--- src/rtl/mult_pkg.sv ---
// Shared types and constants for the sequential Booth multiplier.
package mult_pkg;

    localparam int DEFAULT_WIDTH = 32;

    typedef enum logic [1:0] {
        IDLE = 2'd0,
        RUN  = 2'd1,
        DONE = 2'd2
    } state_t;

    // Step counter width for a given operand width; must hold WIDTH+1.
    function automatic int cnt_width(input int width);
        return $clog2(width + 2);
    endfunction

endpackage

--- src/rtl/booth_step.sv ---
// One radix-2 Booth iteration: conditional add/subtract of M into A,
// then arithmetic right shift of the {A, Q, Q_1} chain.
module booth_step
    import mult_pkg::*;
#(
    parameter int WIDTH = DEFAULT_WIDTH
) (
    input  logic [WIDTH+1:0] a_i,
    input  logic [WIDTH:0]   q_i,
    input  logic             q_1_i,
    input  logic [WIDTH:0]   m_i,
    output logic [WIDTH+1:0] a_o,
    output logic [WIDTH:0]   q_o,
    output logic             q_1_o
);

    logic [WIDTH+1:0] m_x;
    logic [WIDTH+1:0] sum;

    // A carries one guard bit over M so that -M of the most-negative M fits.
    assign m_x = {m_i[WIDTH], m_i};

    always_comb begin
        case ({q_i[0], q_1_i})
            2'b01:   sum = a_i + m_x;
            2'b10:   sum = a_i - m_x;
            default: sum = a_i;
        endcase
    end

    assign a_o   = {sum[WIDTH+1], sum[WIDTH+1:1]};
    assign q_o   = {sum[0], q_i[WIDTH:1]};
    assign q_1_o = q_i[0];

endmodule

--- src/rtl/booth_mult_seq.sv ---
// Sequential radix-2 Booth multiplier: WIDTH+1 steps per product for both
// signed and unsigned operands; the result is latched on the final step.
module booth_mult_seq
    import mult_pkg::*;
#(
    parameter int WIDTH = DEFAULT_WIDTH
) (
    input  logic             clk,
    input  logic             reset_n,
    input  logic             start,
    input  logic             signed_mode,
    input  logic [WIDTH-1:0] multiplicand,
    input  logic [WIDTH-1:0] multiplier,
    output logic             busy,
    output logic             done,
    output logic [WIDTH-1:0] mult_hi,
    output logic [WIDTH-1:0] mult_lo
);

    localparam int               CNT_W = cnt_width(WIDTH);
    localparam logic [CNT_W-1:0] STEPS = CNT_W'(WIDTH + 1);
    localparam logic [CNT_W-1:0] LAST  = CNT_W'(1);

    state_t           state_q, state_d;
    logic [WIDTH+1:0] a_q, a_d;
    logic [WIDTH:0]   q_q, q_d;
    logic [WIDTH:0]   m_q, m_d;
    logic             q1_q, q1_d;
    logic [CNT_W-1:0] cnt_q, cnt_d;
    logic [WIDTH-1:0] hi_q, hi_d;
    logic [WIDTH-1:0] lo_q, lo_d;

    logic [WIDTH+1:0] step_a;
    logic [WIDTH:0]   step_q;
    logic             step_q1;
    logic [WIDTH:0]   m_ext;
    logic [WIDTH:0]   q_ext;

    // Zero-extending unsigned operands lets the signed Booth datapath serve both modes.
    assign m_ext = signed_mode ? {multiplicand[WIDTH-1], multiplicand} : {1'b0, multiplicand};
    assign q_ext = signed_mode ? {multiplier[WIDTH-1], multiplier} : {1'b0, multiplier};

    booth_step #(.WIDTH(WIDTH)) u_step (
        .a_i   (a_q),
        .q_i   (q_q),
        .q_1_i (q1_q),
        .m_i   (m_q),
        .a_o   (step_a),
        .q_o   (step_q),
        .q_1_o (step_q1)
    );

    always_comb begin
        // NOTE: every target gets its hold value first so no path infers a latch.
        state_d = state_q;
        a_d     = a_q;
        q_d     = q_q;
        m_d     = m_q;
        q1_d    = q1_q;
        cnt_d   = cnt_q;
        hi_d    = hi_q;
        lo_d    = lo_q;
        case (state_q)
            IDLE: begin
                if (start) begin
                    a_d     = '0;
                    q_d     = q_ext;
                    m_d     = m_ext;
                    q1_d    = 1'b0;
                    cnt_d   = STEPS;
                    state_d = RUN;
                end
            end
            RUN: begin
                a_d   = step_a;
                q_d   = step_q;
                q1_d  = step_q1;
                cnt_d = cnt_q - LAST;
                if (cnt_q == LAST) begin
                    // Low 2*WIDTH bits of the {A, Q} product chain.
                    hi_d    = {step_a[WIDTH-2:0], step_q[WIDTH]};
                    lo_d    = step_q[WIDTH-1:0];
                    state_d = DONE;
                end
            end
            DONE:    state_d = IDLE;
            default: state_d = IDLE;
        endcase
    end

    always_ff @(posedge clk or negedge reset_n) begin
        if (!reset_n) begin
            state_q <= IDLE;
            a_q     <= '0;
            q_q     <= '0;
            m_q     <= '0;
            q1_q    <= 1'b0;
            cnt_q   <= '0;
            hi_q    <= '0;
            lo_q    <= '0;
        end else begin
            // NOTE: non-blocking assignments make every flop update from pre-edge values.
            state_q <= state_d;
            a_q     <= a_d;
            q_q     <= q_d;
            m_q     <= m_d;
            q1_q    <= q1_d;
            cnt_q   <= cnt_d;
            hi_q    <= hi_d;
            lo_q    <= lo_d;
        end
    end

    assign busy    = (state_q != IDLE);
    assign done    = (state_q == DONE);
    assign mult_hi = hi_q;
    assign mult_lo = lo_q;

endmodule

--- config.mk ---
export PLATFORM = sky130hd
export DESIGN_NAME = booth_mult_seq
export DESIGN_NICKNAME = d
export VERILOG_FILES = /design/src/rtl/mult_pkg.sv /design/src/rtl/booth_step.sv /design/src/rtl/booth_mult_seq.sv
export SDC_FILE = /design/constraint.sdc
export NUM_CORES = 1
export LEC_CHECK = 0
export CORE_MARGIN = 5
export CORE_UTILIZATION = 50
export DETAILED_ROUTE_END_ITERATION = 7
export GPL_TIMING_DRIVEN = 1
export PLACE_DENSITY = 0.74
export SLEW_MARGIN = 20
export SYNTH_ARGS = -nofsm -noshare
export SYNTH_HDL_FRONTEND = slang
export SYNTH_SLANG_ARGS = --single-unit
--- constraint.sdc ---
create_clock -name clk -period 9.8 [get_ports clk]
set_input_delay 1.96 -clock clk [delete_from_list [all_inputs] [get_ports clk]]
set_output_delay 1.96 -clock clk [all_outputs]
set_load 0.005 [all_outputs]
==> flow_summary.yaml <==
synth:
  yosysUniqueCellTypes: 63
  syn_nets: 1233
  synth_top_flop_cell: "dfrtp_1"
  synth_largest_area_cell: "dfrtp_1"
  synth_seq_area_share_pct: 45.2
  yosys.area_share.xor_xnor_pct: 5.15
  syn-cell-area_sq_um: 9520
  muxShareOfSynthArea_pct: 1.91
  synth_top_family_by_area: "simple AND/OR/NAND/NOR gates"
  synth_compound_area_share_pct: 16.4
  synth_top_cell_area_share_pct: 45.2
  synthTopCellsByArea: "dfrtp_1 45%, nand2_1 13%, ha_1 4.9%, o21ai_0 4.0%, xnor2_1 4.0%"
  postSynthAreaPerCell_sq_um: 8.45
  synth_edf_count: 0
  async_flop_share_pct: 100
  ys_seq_elements: 172
  yosys_warnings: 0
  synthAdderAreaFrac_pct: 5.07
  yosys.area_share.simple_pct: 22.9
  synth_cells: 1127
global_routing:
  grt_pass1_vias: 8306
  antenna_found_initial: 1
  grt_pass1_wl_microns: 42000
  grt_max_degree: 86
  grt_util_met1_pct: 32.5
  grtUsageTotal_pct: 23.5
  met3_usage_pct: 5.18
  overflow: 0
  busiest_layer: "met2"
  grt_util_met2_pct: 37.1
place:
  dp_hpwl_microns: 17000
  numPortBuffers: 133
  dp.cells: 1441
  preCtsSetupSlack_ns: 5.43
  place_congestion: 0.883
worst_setup_path:
  cp_cell_sequence: "nor2_1 > nand2_1 > nor4_2 > and2_1 > nand4b_1 > nor3_1 > a21oi_1 > xnor2_1 > ha_1 > a21o_1 > a21o_1 > o21bai_1 > a21o_1 > a221oi_2 > xor2_1 > o31ai_1"
  r2r_start: "m_q[2]"
  critPathBufInv: 0
  cp_max_fo: 7
  critPathLaunch: "m_q[2]"
  arrival_ns: 4.66
  slowest_stage: "dfrtp_1"
  worstSetupPathType: "register to register"
  max_stage_delay_ns: 0.42
  crit_family: "simple AND/OR/NAND/NOR gates"
  crit_top_cell: "a21o_1"
  end_kind: "register"
  cp-start-kind: "register"
  critical_path_required_ns: 10.08
sta:
  final_max_slew_viol_count: 0
  max_freq_ghz: 0.229
  tightest_slew_ns: 0.896
  fin_tns_setup_ns: 0
  rsz0062_at_grt: "no"
  setup_violations: 0
  hold_violations: 0
  clock_skew_ns: 0.0103
  min_period_ns: 4.37
  period_share_pct: 44.6
  timing.max_slew.rel_slack_pct: 40.3
  fin_ws_ns: 5.43
status:
  status: "finished, final reports clean"
finish:
  fin_nets: 1333
  stdcell_count: 1474
  antenna_cells: 0
  drive_gt1_share_pct: 5.40
  post-route-util_pct: 62.0
  area_growth_pct: 21.8
drt:
  drc: 0
  viasPerCell: 5.59
  drt_iter0_drc: 596
  dr.pass1.iters: 5
  final_antenna_net_count: 0
  wire_per_inst_microns: 17.2
  via_count: 8238
  drt-total-wl_microns: 25300
cts:
  cts_resized: 0
  holdBufCountCts: 0
  cts_sinks: 172
  clock_path_buffers: 2
  post_cts.repair.setup_buffers: 0
  clk_pin_slew_ns: 0.08
  h-tree-depth: 4
  root_buffer: "clkbuf_16"
  clk_latency_ns: 0.44
  cts_tree: "built"
  numCtsBuffers: 17
min_path:
  hold_start: "mult_lo[8]"
  min_path_type: "register to register"
floorplan:
  dieWidth_microns: 148
  dieArea_sq_um: 21900
  row_count: 50
  die_y_microns: 148
  core_sq_um: 18700
  initial_utilization_pct: 50.9
  io_pins: 134
run:
  drv_cap: 0
-- layer usage --
layer,up-vias,share of wire [%]
met4,2,1.8
met1,3899,46
met2,248,46
met5,-,0.055
met3,33,6.2
li1,4056,-
-- final timing paths --
kind,to,slack (ns),cells past startpoint
setup / recovery,mult_hi[30],5.43,16
hold / removal,mult_lo[8],0.48,2
setup reg to reg,mult_hi[30],5.43,16
hold reg to reg,mult_lo[8],0.48,2
max in group asynchronous,cnt_q[5],6.43,3
min in group asynchronous,mult_hi[10],1.46,1
-- flip-flops by register name, summed over array words and instances (netlist names) --
register  cells
m_q          33
mult_lo      32
q1_q          1
mult_hi      32
state_q       2
cnt_q         6
a_q          33
q_q          33
-- final cells by class --
type                       count  area (sq um)
tap                          234           293
sequential                   172          4300
clock buffer                  18           439
multi-input combinational    870          4910
fill                        1606          7110
timing repair buffer         144          1430
inverter                      22          82.6
clock inverter                14           144
-- cell usage in the layout (no fill, tap or decap), drive strengths merged, types with 3 or more instances in the layout --
cell / n
nand2: 320
dfrtp: 172
clkdlybuf4s50: 132
o21ai: 88
a21oi: 68
nor2: 61
nand3: 50
xnor2: 43
ha: 37
a22oi: 32
inv: 30
nor3: 25
clkbuf: 18
mux2i: 17
a21o: 17
and3: 15
xor2: 13
buf: 12
nand4: 8
a31oi: 8
nor2b: 8
o21bai: 7
o31ai: 6
clkinv: 6
nor4: 4
and2: 4
a211oi: 4
or4: 3
-- kinds of logic (layout without fill, tap and decap cells) --
logic type               count (synthesis)  count (layout)
AND/OR/NAND/NOR                        507             507
AO/OA/AOI/OAI                          251             251
flip-flops                             172             172
buffers and inverters                   85             198
XOR/XNOR                                56              56
adder cells (fa/ha/maj)                 38              38
multiplexers                            18              18
-- cells in the mapped netlist, types with 3 or more instances --
cell and count:
nand2_1 320, dfrtp_1 172, o21ai_0 76, a21oi_1 67
nor2_1 61, clkbuf_1 50, nand3_1 50, xnor2_1 43
ha_1 37, a22oi_1 32, nor3_1 24, inv_1 22
a21o_1 17, mux2i_1 17, and3_1 15, xor2_1 13
buf_1 11, o21ai_1 9, a31oi_1 8, nand4_1 8
nor2b_1 8, o21bai_1 7, o31ai_1 5, and2_1 4
nor4_1 3, o21ai_2 3
-- worst reg2reg max path: cells and delay by family (launching register included) --
kind | cells | cell delay (ns)
and+or+nand+nor | 6 | 1.79
AOI/OAI and AO/OA | 7 | 1.26
DFF | 1 | 0.42
xor gates and xnor gates | 2 | 0.39
adders and majority gates | 1 | 0.38
-- metrics by stage --
stage / hold WS [ns] / cell area [sq um]
3_5_place_dp: 0.461 / 11000
2_1_floorplan: 0.446 / 9520
6_report: 0.476 / 11600
5_1_grt: 0.491 / 11600
3_3_place_gp: 0.457 / 11000
4_1_cts: 0.481 / 11600
Power is not shown: default switching activity piles up to over one toggle a cycle in this logic, so the estimate is an artifact.
